<file path="src/rtl/permutation_sequencer.sv">
// ---------------------------------------------------------------------------
// permutation_sequencer
//
// Round sequencer for an ASCON p^a / p^b permutation datapath. On an accepted
// start it walks the round index from (12 - N) up to 11, one round per cycle,
// steering the datapath input mux (initial state vs. state register) and the
// state-register capture enable, then pulses done_o for one cycle.
//
// Ports
//   clock_i     in   single clock, rising edge
//   reset_i     in   synchronous active-high reset
//   start_i     in   permutation request, honoured only while ready_o=1
//   mode_i      in   0: p^a (NB_ROUNDS_A rounds), 1: p^b (NB_ROUNDS_B rounds)
//   ready_o     out  idle, a start will be accepted
//   round_o     out  round index for the constant-addition layer
//   sel_init_o  out  1: feed external initial state, 0: feed state register
//   en_state_o  out  state-register capture enable
//   busy_o      out  permutation rounds in progress
//   done_o      out  one-cycle pulse, result valid in the state register
// ---------------------------------------------------------------------------

package ascon_pack;

    localparam int unsigned ROUND_W    = 4;
    localparam int unsigned MAX_ROUNDS = 12;

    // Index of the final round of every ASCON permutation.
    localparam logic [ROUND_W-1:0] LAST_ROUND = 4'd11;

endpackage : ascon_pack

// state | meaning
// ------+---------------------------------------------------------------
// IDLE  | waiting for start_i, counter held at 0
// FIRST | first round, datapath reads the external initial state
// ROUND | remaining rounds, datapath reads the state register
// DONE  | result valid, one-cycle done_o pulse, back to IDLE
module permutation_sequencer
    import ascon_pack::*;
#(
    parameter int unsigned NB_ROUNDS_A = 12,
    parameter int unsigned NB_ROUNDS_B = 6
) (
    input  logic               clock_i,
    input  logic               reset_i,
    input  logic               start_i,
    input  logic               mode_i,
    output logic               ready_o,
    output logic [ROUND_W-1:0] round_o,
    output logic               sel_init_o,
    output logic               en_state_o,
    output logic               busy_o,
    output logic               done_o
);

    typedef enum logic [1:0] {
        IDLE  = 2'd0,
        FIRST = 2'd1,
        ROUND = 2'd2,
        DONE  = 2'd3
    } state_t;

    // A permutation with N rounds uses the last N round constants.
    localparam logic [ROUND_W-1:0] START_A = ROUND_W'(MAX_ROUNDS - NB_ROUNDS_A);
    localparam logic [ROUND_W-1:0] START_B = ROUND_W'(MAX_ROUNDS - NB_ROUNDS_B);

    state_t             state_q, state_d;
    logic [ROUND_W-1:0] round_q, round_d;
    logic               mode_q,  mode_d;

    logic               last_round;
    logic               first_is_last;

    assign last_round = (round_q == LAST_ROUND);

    // In FIRST the counter holds the start value of the latched mode, so it
    // sits at 11 exactly when that mode is a single-round permutation.
    assign first_is_last = mode_q ? (START_B == LAST_ROUND) : (START_A == LAST_ROUND);

    // ---------------- state register ----------------
    always_ff @(posedge clock_i) begin
        if (reset_i) begin
            state_q <= IDLE;
            round_q <= '0;
            mode_q  <= 1'b0;
        end else begin
            state_q <= state_d;
            round_q <= round_d;
            mode_q  <= mode_d;
        end
    end

    // ---------------- next state / counter ----------------
    always_comb begin
        state_d = state_q;
        round_d = round_q;
        mode_d  = mode_q;

        unique case (state_q)
            IDLE: begin
                round_d = '0;
                if (start_i) begin
                    mode_d  = mode_i;
                    round_d = mode_i ? START_B : START_A;
                    state_d = FIRST;
                end
            end

            FIRST: begin
                if (first_is_last) begin
                    state_d = DONE;
                end else begin
                    round_d = round_q + 4'd1;
                    state_d = ROUND;
                end
            end

            ROUND: begin
                // Terminal-count compare stops the counter at 11; it never wraps.
                if (last_round) begin
                    state_d = DONE;
                end else begin
                    round_d = round_q + 4'd1;
                end
            end

            DONE: begin
                round_d = '0;
                state_d = IDLE;
            end

            default: begin
                round_d = '0;
                state_d = IDLE;
            end
        endcase
    end

    // ---------------- outputs (registers only) ----------------
    always_comb begin
        ready_o    = 1'b0;
        busy_o     = 1'b0;
        done_o     = 1'b0;
        sel_init_o = 1'b0;
        en_state_o = 1'b0;
        round_o    = round_q;

        unique case (state_q)
            IDLE: begin
                ready_o = 1'b1;
            end
            FIRST: begin
                busy_o     = 1'b1;
                sel_init_o = 1'b1;
                en_state_o = 1'b1;
            end
            ROUND: begin
                busy_o     = 1'b1;
                en_state_o = 1'b1;
            end
            DONE: begin
                done_o = 1'b1;
            end
            default: begin
                ready_o = 1'b0;
            end
        endcase
    end

endmodule : permutation_sequencer
</file>
<file path="config.mk">
export PLATFORM = sky130hd
export DESIGN_NAME = permutation_sequencer
export DESIGN_NICKNAME = d
export VERILOG_FILES = /design/src/rtl/permutation_sequencer.sv
export SDC_FILE = /design/constraint.sdc
export NUM_CORES = 1
export LEC_CHECK = 0
export ABC_AREA = 1
export BUFFER_PORTS_ARGS = -buffer_cell sky130_fd_sc_hd__buf_4
export CORE_AREA = 2 2 39 41
export DETAILED_ROUTE_END_ITERATION = 10
export DIE_AREA = 0 0 41 43
export SETUP_SLACK_MARGIN = 0.05
export SLEW_MARGIN = 20
export SYNTH_ARGS = -nofsm -noshare
export SYNTH_HDL_FRONTEND = slang
export SYNTH_SLANG_ARGS = --single-unit
</file>
<file path="constraint.sdc">
create_clock -name clock_i -period 1.6 [get_ports clock_i]
set_clock_uncertainty 0.2 [all_clocks]
set_input_delay 0.4 -clock clock_i [delete_from_list [all_inputs] [get_ports clock_i]]
set_output_delay 0.4 -clock clock_i [all_outputs]
set_load 0.02 [all_outputs]
</file>
== Word level (Yosys, flattened, before mapping) ==
Cells that the tools add are included.

* $add $sub $neg: 1
* Equal/unequal tests: 7
* Mux-type cells: 11
* Reduce and logical (&&, ||, !) cells: 3

{| class="wikitable"
|+ Operators with widths
! kind !! number
|-
| $pmux 4 s4 || 1
|-
| $pmux 2 s4 || 1
|-
| $mux 3 || 2
|-
| $ne 2x2->1 const B || 3
|-
| $add 4x1->4 const B || 1
|-
| $eq 2x2->1 const B || 2
|-
| $eq 4x4->1 const B || 1
|-
| $mux 1 || 4
|-
| $mux 2 || 2
|-
| $mux 4 || 1
|-
| $eq 2x1->1 const B || 1
|-
| $logic_not 2->1 || 1
|-
| $reduce_and 2->1 || 1
|-
| $reduce_or 2->1 || 1
|}

* Flip-flop bits (word level): 6
* Bits of input ports: 4
* Output and inout bits: 9
* Logic and storage cells: 24

== Logic depth before layout (Yosys ltp) ==
Gate-level depths: netlist of run 1.

* Depth in word-level cells: 3
* Depth in mapped cells: 8
* Depth with buffers taken out: 8

== Worst setup path before layout of run 1 ==
Ideal clock, no wire load.

* Path type: register -> output
* From: register state_q[1]
* To: output port en_state_o
* Arrival: 1.006 ns
* Required time: 1.000 ns
* Slack: -0.006 ns
* Stages on the path, launching flop included: 4
* Path buffers: 1
* Cells stage by stage: dfxtp_1 inv_1 ha_1 buf_4

* Word-level cells in the longest chain between the ends: 3
* Elaborated cells on any way between the ends: 4
* Those cells by class: eq/ne: 2; mux: 1; reduce/logical: 1

{| class="wikitable"
|+ Ends and longest elaborated chain
! element !! line !! RTL
|-
| from (decl) || 67 || <nowiki>state_t state_q, state_d;</nowiki>
|-
| from (signal assigned) || 87 || <nowiki>state_q <= state_d;</nowiki>
|-
| $eq 2x2->1 / $eq 2x1->1 (equally long branches) || n/a ||
|-
| $reduce_or 2->1 (no line) (*) || n/a ||
|-
| $mux 1 (*) || n/a ||
|-
| to (decl) || 51 || <nowiki>output logic en_state_o,</nowiki>
|}

Mark *: on every way between the ends. The rest lies on a longest branch, timed or not.

== Final worst setup path of run 1 ==
* From: register state_q[1]
* To: output port en_state_o

* Word-level cells in the longest chain between the ends: 3
* Elaborated cells on any way between the ends: 4
* Those cells by class: eq/ne: 2; mux: 1; reduce/logical: 1

{| class="wikitable"
|+ Ends and longest elaborated chain
! element !! line !! RTL
|-
| $eq 2x2->1 / $eq 2x1->1 (equally long branches) || 148 || <nowiki>unique case (state_q)</nowiki>
|-
| $reduce_or 2->1 (no line) (*) || n/a ||
|-
| $mux 1 (*) || 148 ||
|}

Marked as above.

==> results.json, run 1 <==
{
  "ys_seq_elements": 6,
  "synth_largest_area_cell": "dfxtp_1",
  "cts_sinks": 6,
  "tightest_slew_ns": 0.205,
  "layout-drive-gt1-share_pct": 51.4,
  "synth_nets": 60,
  "layout_commonest_cell": "buf_4",
  "gr-total-overflow": 0,
  "ios": 13,
  "failed_checks": "negative setup slack",
  "hp-class": "in -> reg",
  "area_growth_pct": 52.8,
  "dpl.cell_count": 79,
  "fin_ws_ns": -0.0151,
  "crit_family": "flip-flops",
  "final_cells": 86,
  "p_per_area_nw_per_um2": 1860,
  "final_cell_mix": "buf_4 (12), nand2_1 (9), buf_6 (5)",
  "clkTransAtPathRegs_ns": 0.05,
  "rows": 14,
  "htreeDepth": 1,
  "vias_per_cell": 4.71,
  "clockBufferDepth": 2,
  "status": "finished, violations left",
  "synth_top_family_by_area": "simple AND/OR/NAND/NOR gates",
  "slew_violations": 0,
  "worst_setup_path_end_kind": "primary output",
  "synth_xor_area_share_pct": 2.27,
  "synth_compound_area_share_pct": 11.0,
  "setup_violations": 2,
  "grt_max_degree": 6,
  "p_leak_uw": 0.000308,
  "hpwlAfterDp_um": 645,
  "arrival_ns": 1.02,
  "dr.first_iter.drc_count": 3,
  "fin_crit_sh_pct": 101,
  "cp-start-kind": "register",
  "path_buf_inv": 2,
  "antenna_found_initial": 0,
  "post_synth.cell_area_avg_um2": 7.58,
  "core_um2": 1380,
  "cp_data_required_time_ns": 1.00,
  "die_area_um2": 1760,
  "numCtsBuffers": 3,
  "tritoncts": "built",
  "dr.pass1.iters": 4,
  "synth_cell_type_count": 18,
  "clk_latency_ns": 0.25,
  "muxShareOfSynthArea_pct": 0,
  "crit_path_max_incr_delay_ns": 0.33,
  "ir_drop_mv": 0.758,
  "synthSimpleGateAreaFrac_pct": 29.4,
  "synth.top_cell.area_share_pct": 31.1,
  "grt_usage_pct": 11.6,
  "fmax_ghz": 0.619,
  "seqCellArea_um2": 123,
  "hold_buffers": 0,
  "worstPathCellList": "inv_2 -> ha_4 -> buf_6",
  "gp_congestion": 0.754,
  "hold_viol_final": 0,
  "critical_path_class": "reg -> out",
  "wirelength_um": 838,
  "detail_route.wl_per_cell_um": 9.74,
  "antenna_left": 0,
  "rsz0062_at_grt": "yes",
  "relSlewSlack_pct": 86.3,
  "die_h_um": 43,
  "vias": 405,
  "initial_core_util_pct": 27.9,
  "cap_violations": 0,
  "synth-warning-count": 0,
  "grt_pass1_wl_um": 1340,
  "r2r_slack_ns": 0.14,
  "synth-seq-area-share_pct": 31.1,
  "synthAdderAreaFrac_pct": 16.2,
  "grt_pass1_vias": 335,
  "clock-root-buffer": "clkbuf_4",
  "slowest_stage": "dfxtp_2",
  "nets": 81,
  "syn_inst": 51,
  "io_buffers": 12,
  "diodes": 0,
  "synth_area_leaders": "dfxtp_1 (31%), ha_1 (16%), nand2_1 (8.7%), inv_1 (5.8%), nand3_1 (5.2%)",
  "p_total_uw": 1100,
  "fill_cells": 155,
  "fin_crit_ns": 1.62,
  "drcViolationCount": 0,
  "multi_input_area_um2": 248,
  "worstPathMaxFanout": 3,
  "die_w_um": 41,
  "synthesis.area_um2": 387
}
[path summary, 6_finish.rpt]
| check | start | end | cells past startpoint |
|---|---|---|---|
| worst min register to register | state_q[0]$_SDFFE_PP0P_ | state_q[0]$_SDFFE_PP0P_ | 2 |
| worst min-delay path | reset_i | round_o[0]$_SDFFE_PP0P_ | 2 |
| worst max-delay path | state_q[1]$_SDFFE_PP0P_ | en_state_o | 3 |
| worst max register to register | state_q[1]$_SDFFE_PP0P_ | round_o[1]$_SDFFE_PP0P_ | 9 |
[flip-flops by register name (all words and copies together), names as in the netlist]
signal and flops:
round_o 4, state_q 2
[power by group]
part / switching [uW] / total [uW] / leakage (uW) / internal, uW
combinational: 369 / 720 / 0.000244 / 351
sequential: 33.3 / 229 / 0.0000498 / 196
clock: 62.7 / 148 / 0.0000138 / 85.4
total: 465 / 1100 / 0.000308 / 632
[synthesized netlist by cell type]
| master | number |
|---|---|
| nand2_1 | 9 |
| dfxtp_1 | 6 |
| inv_1 | 6 |
| ha_1 | 5 |
| nor2_1 | 5 |
| nand3_1 | 4 |
| a21oi_1 | 3 |
| a21oi_2 | 2 |
| nand2_2 | 2 |
| buf_4 | 1 |
| clkinv_2 | 1 |
| inv_2 | 1 |
| nand3_2 | 1 |
| nand4_1 | 1 |
| nand4_2 | 1 |
| o21ai_0 | 1 |
| o21ai_1 | 1 |
| xor2_1 | 1 |
[timing repair]
| item | 4_1_cts | 5_1_grt |
|---|---|---|
| pin swaps | 1 | 0 |
| setup buffers | 3 | 1 |
| setup endpoints to repair | 4 | 6 |
| gates resized for setup | 11 | 1 |
[cell families (layout without fill, tap and decap cells)]
family,count (synthesis),count (layout)
AOI/OAI and AO/OA,7,7
xor gates and xnor gates,1,1
adders and majority gates,5,5
buffers and inverters,9,28
DFF,6,6
and+or+nand+nor,23,23
[routing by layer]
layer / wire [um] / GRT usage (%)
met3: 51 / 1.57
met4: 9 / 10.0
met5: 0 / 0
met2: 430 / 17.2
met1: 346 / 13.5
[per-stage QoR]
| stage | hold WS, ns | setup slack [ns] | utilization, % | instance area [um2] | setup TNS (ns) |
|---|---|---|---|---|---|
| 5_1_grt | 0.108 | -0.0561 | 42.7 | 591 | -0.162 |
| 2_1_floorplan | 0.262 | 0.118 | - | 399 | 0 |
| 3_3_place_gp | 0.327 | 0.140 | 36.8 | 509 | 0 |
| 3_5_place_dp | 0.340 | 0.107 | 36.8 | 509 | 0 |
| 4_1_cts | 0.107 | -0.0299 | 42.0 | 581 | -0.0769 |
| 6_report | 0.119 | -0.0151 | 42.7 | 591 | -0.0303 |
[cell type report]
type	count	share of cell area, %
multi-input cells	36	41.9
repair buffers	17	24.8
flip-flops and latches	6	20.8
inverters	8	5.30
clock buffers	3	3.81
well taps	16	3.39
[worst register-to-register path, delay by kind of cell, from the launching register on]
kind,cells,cell delay [ns]
and+or+nand+nor,5,0.27
adders and majority gates,1,0.24
buffers and inverters,3,0.30
DFF,1,0.33
No activity file was read; power rests on OpenSTA's default activity.
==> inputs of run 2 (changes only) <==
- CELL_PAD_IN_SITES_DETAIL_PLACEMENT: not set -> 2
- CELL_PAD_IN_SITES_GLOBAL_PLACEMENT: not set -> 2
- CORE_AREA: 2 2 39 41 -> not set
- CORE_UTILIZATION: not set -> 24
- CTS_BUF_LIST: not set -> sky130_fd_sc_hd__clkbuf_16
- DIE_AREA: 0 0 41 43 -> not set
- PLACE_DENSITY_LB_ADDON: not set -> 0.1
- REMOVE_ABC_BUFFERS: not set -> 1
==> run 2 against run 1 <==
  * The flow still finishes with violations (negative setup slack)
  * Register-to-register slack barely moved
  * Final cell count is 3.5% higher
  * Clock power rose to 2.8 times the previous value
  * Routed wire length is 44% higher
  * Die area increased by 0.70%
  * Non-clock buffer count rose by 3
  * Hold slack better by 0.023 ns
  * Maximum frequency down 0.45%
  * Sequential power is 3% higher
  * Core utilization rose by 2.9 points
  * Sequential share of layout area down 2.9 points
  * Highest routed layer unchanged
==> results.json, run 2 (same netlist as run 1, synthesis figures left out) <==
{
  "status": "finished, violations left",
  "failed_checks": "negative setup slack",
  "slew_violations": 0,
  "p_total_uw": 1470,
  "die_area_um2": 1780,
  "clk_latency_ns": 0.23,
  "worstPathMaxFanout": 4,
  "area_growth_pct": 77.7,
  "grt_max_degree": 6,
  "initial_core_util_pct": 25.7,
  "p_per_area_nw_per_um2": 2140,
  "clock-root-buffer": "clkbuf_16",
  "ir_drop_mv": 1.03,
  "crit_path_max_incr_delay_ns": 0.34,
  "cp_data_required_time_ns": 1.00,
  "cts_sinks": 6,
  "final_cells": 89,
  "ios": 13,
  "min_from": "reset_i",
  "p_int_uw": 931,
  "cp-start-kind": "register",
  "p_leak_uw": 0.000333,
  "hold_viol_final": 0,
  "dr.first_iter.drc_count": 0,
  "rsz0062_at_grt": "yes",
  "slowest_stage": "dfxtp_2",
  "rows": 14,
  "diodes": 0,
  "timing.rr.end": "round_o[1]$_SDFFE_PP0P_",
  "fill_cells": 169,
  "setup_violations": 2,
  "p_sw_uw": 537,
  "nets": 84,
  "critical_path_class": "reg -> out",
  "r2r_start": "state_q[0]$_SDFFE_PP0P_",
  "pwr-share-comb_pct": 56.0,
  "reg2reg_depth": 9,
  "clkTransAtPathRegs_ns": 0.04,
  "antenna_found_initial": 0,
  "fin_crit_ns": 1.62,
  "wirelength_um": 1210,
  "io_buffers": 12,
  "antenna_left": 0,
  "grt_pass1_vias": 407,
  "clockBufferDepth": 2,
  "worst_setup_path_end_kind": "primary output",
  "numCtsBuffers": 3,
  "hold_buffers": 0,
  "switching_share_pct": 36.6,
  "seqPwrFrac_pct": 16.0,
  "grt_pass1_wl_um": 2000,
  "seqCellArea_um2": 123,
  "holdPathStages": 2,
  "holdPathEnd": "round_o[0]$_SDFFE_PP0P_",
  "largest_reg_flops": 4,
  "die_h_um": 42.1,
  "drcViolationCount": 0,
  "vias": 418,
  "relSlewSlack_pct": 83.7,
  "tritoncts": "built",
  "arrival_ns": 1.02,
  "layout-drive-gt1-share_pct": 56.2,
  "grt_usage_pct": 16.1,
  "p_clk_share_pct": 28.0,
  "worstPathCellList": "inv_2 -> ha_4 -> buf_6",
  "fin_ws_ns": -0.0224,
  "hp-class": "in -> reg",
  "vias_per_cell": 4.70,
  "die_w_um": 42.1,
  "r2r_slack_ns": 0.15,
  "fmax_ghz": 0.616,
  "cap_violations": 0,
  "layout_commonest_cell": "buf_4",
  "holdWs_ns": 0.142,
  "cp-startpoint": "state_q[0]$_SDFFE_PP0P_",
  "gr-total-overflow": 0,
  "hpwlAfterDp_um": 841,
  "dpl.cell_count": 80,
  "setup_tns_ns": -0.0441,
  "htreeDepth": 1,
  "multi_input_area_um2": 269,
  "dr.pass1.iters": 1,
  "gp_congestion": 0.687,
  "final_cell_mix": "buf_4 (15), nand2_1 (9), buf_6 (5)",
  "tightest_slew_ns": 0.244,
  "core_um2": 1510,
  "fin_crit_sh_pct": 101,
  "detail_route.wl_per_cell_um": 13.5
}
[run 2: changes by cell type in the layout (fill, tap and decap cells not counted), sizes merged]
cell / delta
buf: +3
[run 2: how the worst max path moves through the flow]
stage	slack, ns	to
3_3_place_gp	0.04	busy_o
4_1_cts	-0.03	en_state_o
6_report	-0.02	en_state_o
5_1_grt	-0.05	busy_o
2_1_floorplan	-0.07	round_o[1]$_SDFFE_PP0P_
3_5_place_dp	0.02	round_o[1]$_SDFFE_PP0P_
[run 2: power by group through the flow]
stage          logic (uW)  clock network, uW  registers, uW
2_1_floorplan         315                  0            266
3_3_place_gp          572                  0            229
3_5_place_dp          577                  0            231
4_1_cts               736                424            236
5_1_grt               885                432            243
6_report              822                412            235
[run 2: cell type report]
cell class	instances	share of cell area, %
inverters	8	4.55
multi-input cells	36	39.2
flip-flops and latches	6	17.9
repair buffers	20	24.6
well taps	16	2.91
clock buffers	3	10.9
[run 2: timing repair]
action / CTS / global route
setup buffers: 3 / 3
resized for setup: 9 / 8
pin swaps: 1 / 2
endpoints found under the setup margin: 6 / 7
[run 2: metal layers]
| layer | GRT usage, % | part of all wire, % | vias up | routed length, um |
|---|---|---|---|---|
| li1 | - | - | 208 | - |
| met1 | 18.1 | 45 | 199 | 537 |
| met2 | 25.6 | 50 | 9 | 605 |
| met3 | 7.76 | 4.0 | 2 | 48 |
| met4 | 7.50 | 1.2 | 0 | 14 |
| met5 | 0 | 0 | - | 0 |
[run 2: metrics by stage]
stage | worst slack (ns) | cell area (um2) | util (%)
2_1_floorplan | -0.0661 | 379 | -
3_3_place_gp | 0.0411 | 504 | 33.5
3_5_place_dp | 0.0186 | 504 | 33.5
4_1_cts | -0.0302 | 632 | 41.9
5_1_grt | -0.0548 | 687 | 45.6
6_report | -0.0224 | 687 | 45.6
[run 2: critical path: cells and delay by family, from the launching register on]
kind / cells / cell delay (ns)
adder cells (fa/ha/maj): 1 / 0.28
buffers and inverters: 2 / 0.17
flip-flops: 1 / 0.34
==> inputs of run 3 (changes only) <==
- SETUP_SLACK_MARGIN: 0.05 -> 0.3
==> run 3 against run 2 <==
  * Non-clock buffer count rose by 6
  * Power rose by 18%
  * Register-to-register slack is essentially flat
  * Critical path depth stayed put
  * The flow still finishes with violations (negative setup slack)
  * Critical endpoint is now busy_o
  * Hold slack worse by 0.0012 ns
  * Core utilization grew 9.5 points
  * Clock-buffer cell count did not move
  * First-iteration DRC count is 1 higher
  * Largest cell class unchanged
  * Sequential share of layout area fell by 1.6 points
  * Worst setup slack improved by 0.0027 ns
  * Final area grew 21%
  * Routed wire length grew 26%
==> results.json, run 3 (same netlist as run 1, synthesis figures left out) <==
{
  "status": "finished, violations left",
  "failed_checks": "negative setup slack",
  "fmax_ghz": 0.617,
  "die_area_um2": 1780,
  "die_h_um": 42.1,
  "wirelength_um": 1520,
  "holdWs_ns": 0.141,
  "p_sw_uw": 662,
  "cts_sinks": 6,
  "place_ws_ns": 0.0186,
  "gr-total-overflow": 0,
  "seqCellArea_um2": 135,
  "detail_route.wl_per_cell_um": 16.0,
  "area_growth_pct": 115,
  "grt_pass1_vias": 490,
  "cp-start-kind": "register",
  "relSlewSlack_pct": 85.9,
  "dpl.cell_count": 80,
  "final_core_util_pct": 55.1,
  "critical_path_class": "reg -> out",
  "setup_tns_ns": -0.0434,
  "rsz0062_at_grt": "yes",
  "multi_input_area_um2": 319,
  "dr.pass1.iters": 3,
  "ios": 13,
  "fill_cells": 157,
  "grt_pass1_wl_um": 2410,
  "gp_congestion": 0.687,
  "largest_reg_flops": 4,
  "vias_per_cell": 4.69,
  "worst_setup_path_end_kind": "primary output",
  "cp_data_required_time_ns": 1.00,
  "cap_violations": 0,
  "p_leak_uw": 0.000377,
  "clkTransAtPathRegs_ns": 0.04,
  "antenna_left": 0,
  "r2r_slack_ns": 0.16,
  "fin_crit_sh_pct": 101,
  "holdPathStages": 2,
  "layout-drive-gt1-share_pct": 74.7,
  "tightest_slew_ns": 0.210,
  "io_buffers": 12,
  "hp-class": "in -> reg",
  "drcViolationCount": 0,
  "numCtsBuffers": 3,
  "vias": 446,
  "clockBufferDepth": 2,
  "p_int_uw": 1070,
  "p_per_area_nw_per_um2": 2080,
  "dr.first_iter.drc_count": 1,
  "pwr-share-comb_pct": 62.5,
  "clock-root-buffer": "clkbuf_16",
  "final_cell_mix": "buf_4 (14), buf_6 (12), nand2_1 (6), nand2_2 (4), a21oi_2 (4)",
  "ir_drop_mv": 1.17,
  "p_clk_share_pct": 23.8,
  "seqPwrFrac_pct": 13.7,
  "fin_crit_ns": 1.62,
  "reg2reg_depth": 9,
  "die_w_um": 42.1,
  "fin_ws_ns": -0.0197,
  "antenna_found_initial": 0,
  "nets": 90,
  "holdPathEnd": "round_o[3]$_SDFFE_PP0P_",
  "tritoncts": "built",
  "setup_violations": 3,
  "min_from": "reset_i",
  "layout_commonest_cell": "buf_4",
  "grt_usage_pct": 19.2,
  "diodes": 0,
  "hold_buffers": 0,
  "clk_latency_ns": 0.23,
  "htreeDepth": 1,
  "arrival_ns": 1.02,
  "timing.rr.end": "round_o[1]$_SDFFE_PP0P_",
  "r2r_start": "state_q[1]$_SDFFE_PP0P_",
  "hpwlAfterDp_um": 841,
  "slew_violations": 0,
  "grt_max_degree": 6,
  "core_um2": 1510,
  "rows": 14,
  "initial_core_util_pct": 25.7,
  "worstPathMaxFanout": 4,
  "hold_viol_final": 0,
  "final_cells": 95,
  "switching_share_pct": 38.3
}
==> run 3: final cells by class <==
cell class / count / area share [%]
repair buffers: 26 / 29.0
inverters: 8 / 4.83
clock buffers: 3 / 9.05
flip-flops and latches: 6 / 16.3
multi-input cells: 36 / 38.5
well taps: 16 / 2.41
==> run 3: through the flow <==
step                      total power (uW)  cell area, um2
after floorplan                        581             379
after global routing                  1820             830
after CTS                             1650             782
after global placement                 801             504
after detailed placement               808             504
final                                 1730             830
==> run 3: how the worst max path moves through the flow <==
stage,start,to,slack (ns),depth (start not counted)
after floorplan,state_q[1]$_SDFFE_PP0P_,round_o[1]$_SDFFE_PP0P_,-0.07,8
after global placement,state_q[0]$_SDFFE_PP0P_,busy_o,0.04,3
after detailed placement,state_q[0]$_SDFFE_PP0P_,round_o[1]$_SDFFE_PP0P_,0.02,8
after CTS,state_q[1]$_SDFFE_PP0P_,en_state_o,-0.02,3
after global routing,state_q[0]$_SDFFE_PP0P_,en_state_o,-0.05,3
final,state_q[1]$_SDFFE_PP0P_,busy_o,-0.02,3
==> run 3: metal layers <==
| metal | up-vias | global-route usage (%) | part of all wire [%] |
|---|---|---|---|
| met2 | 11 | 35.6 | 56 |
| li1 | 221 | - | - |
| met4 | 0 | 7.50 | 0.92 |
| met1 | 212 | 18.8 | 40 |
| met3 | 2 | 7.76 | 3.7 |
| met5 | - | 0 | 0 |
==> run 3: timing repair <==
item                       in CTS  in global routing
gates cloned                    0                  0
setup buffers                  10                  2
gates resized for setup        37                 11
pin swaps                       4                  6
setup endpoints to repair      15                 15
==> run 3: power by group through the flow <==
stage / logic (uW) / registers, uW / clock network, uW
finish: 1080 / 236 / 412
floorplan: 315 / 266 / 0
global placement: 572 / 229 / 0
global route: 1140 / 243 / 433
detailed placement: 577 / 231 / 0
CTS: 987 / 236 / 424
==> run 3: critical path, stage by stage, from the launching register on <==
cell     delay (ns)
dfxtp_2        0.33
inv_2          0.05
ha_4           0.29
buf_6          0.12
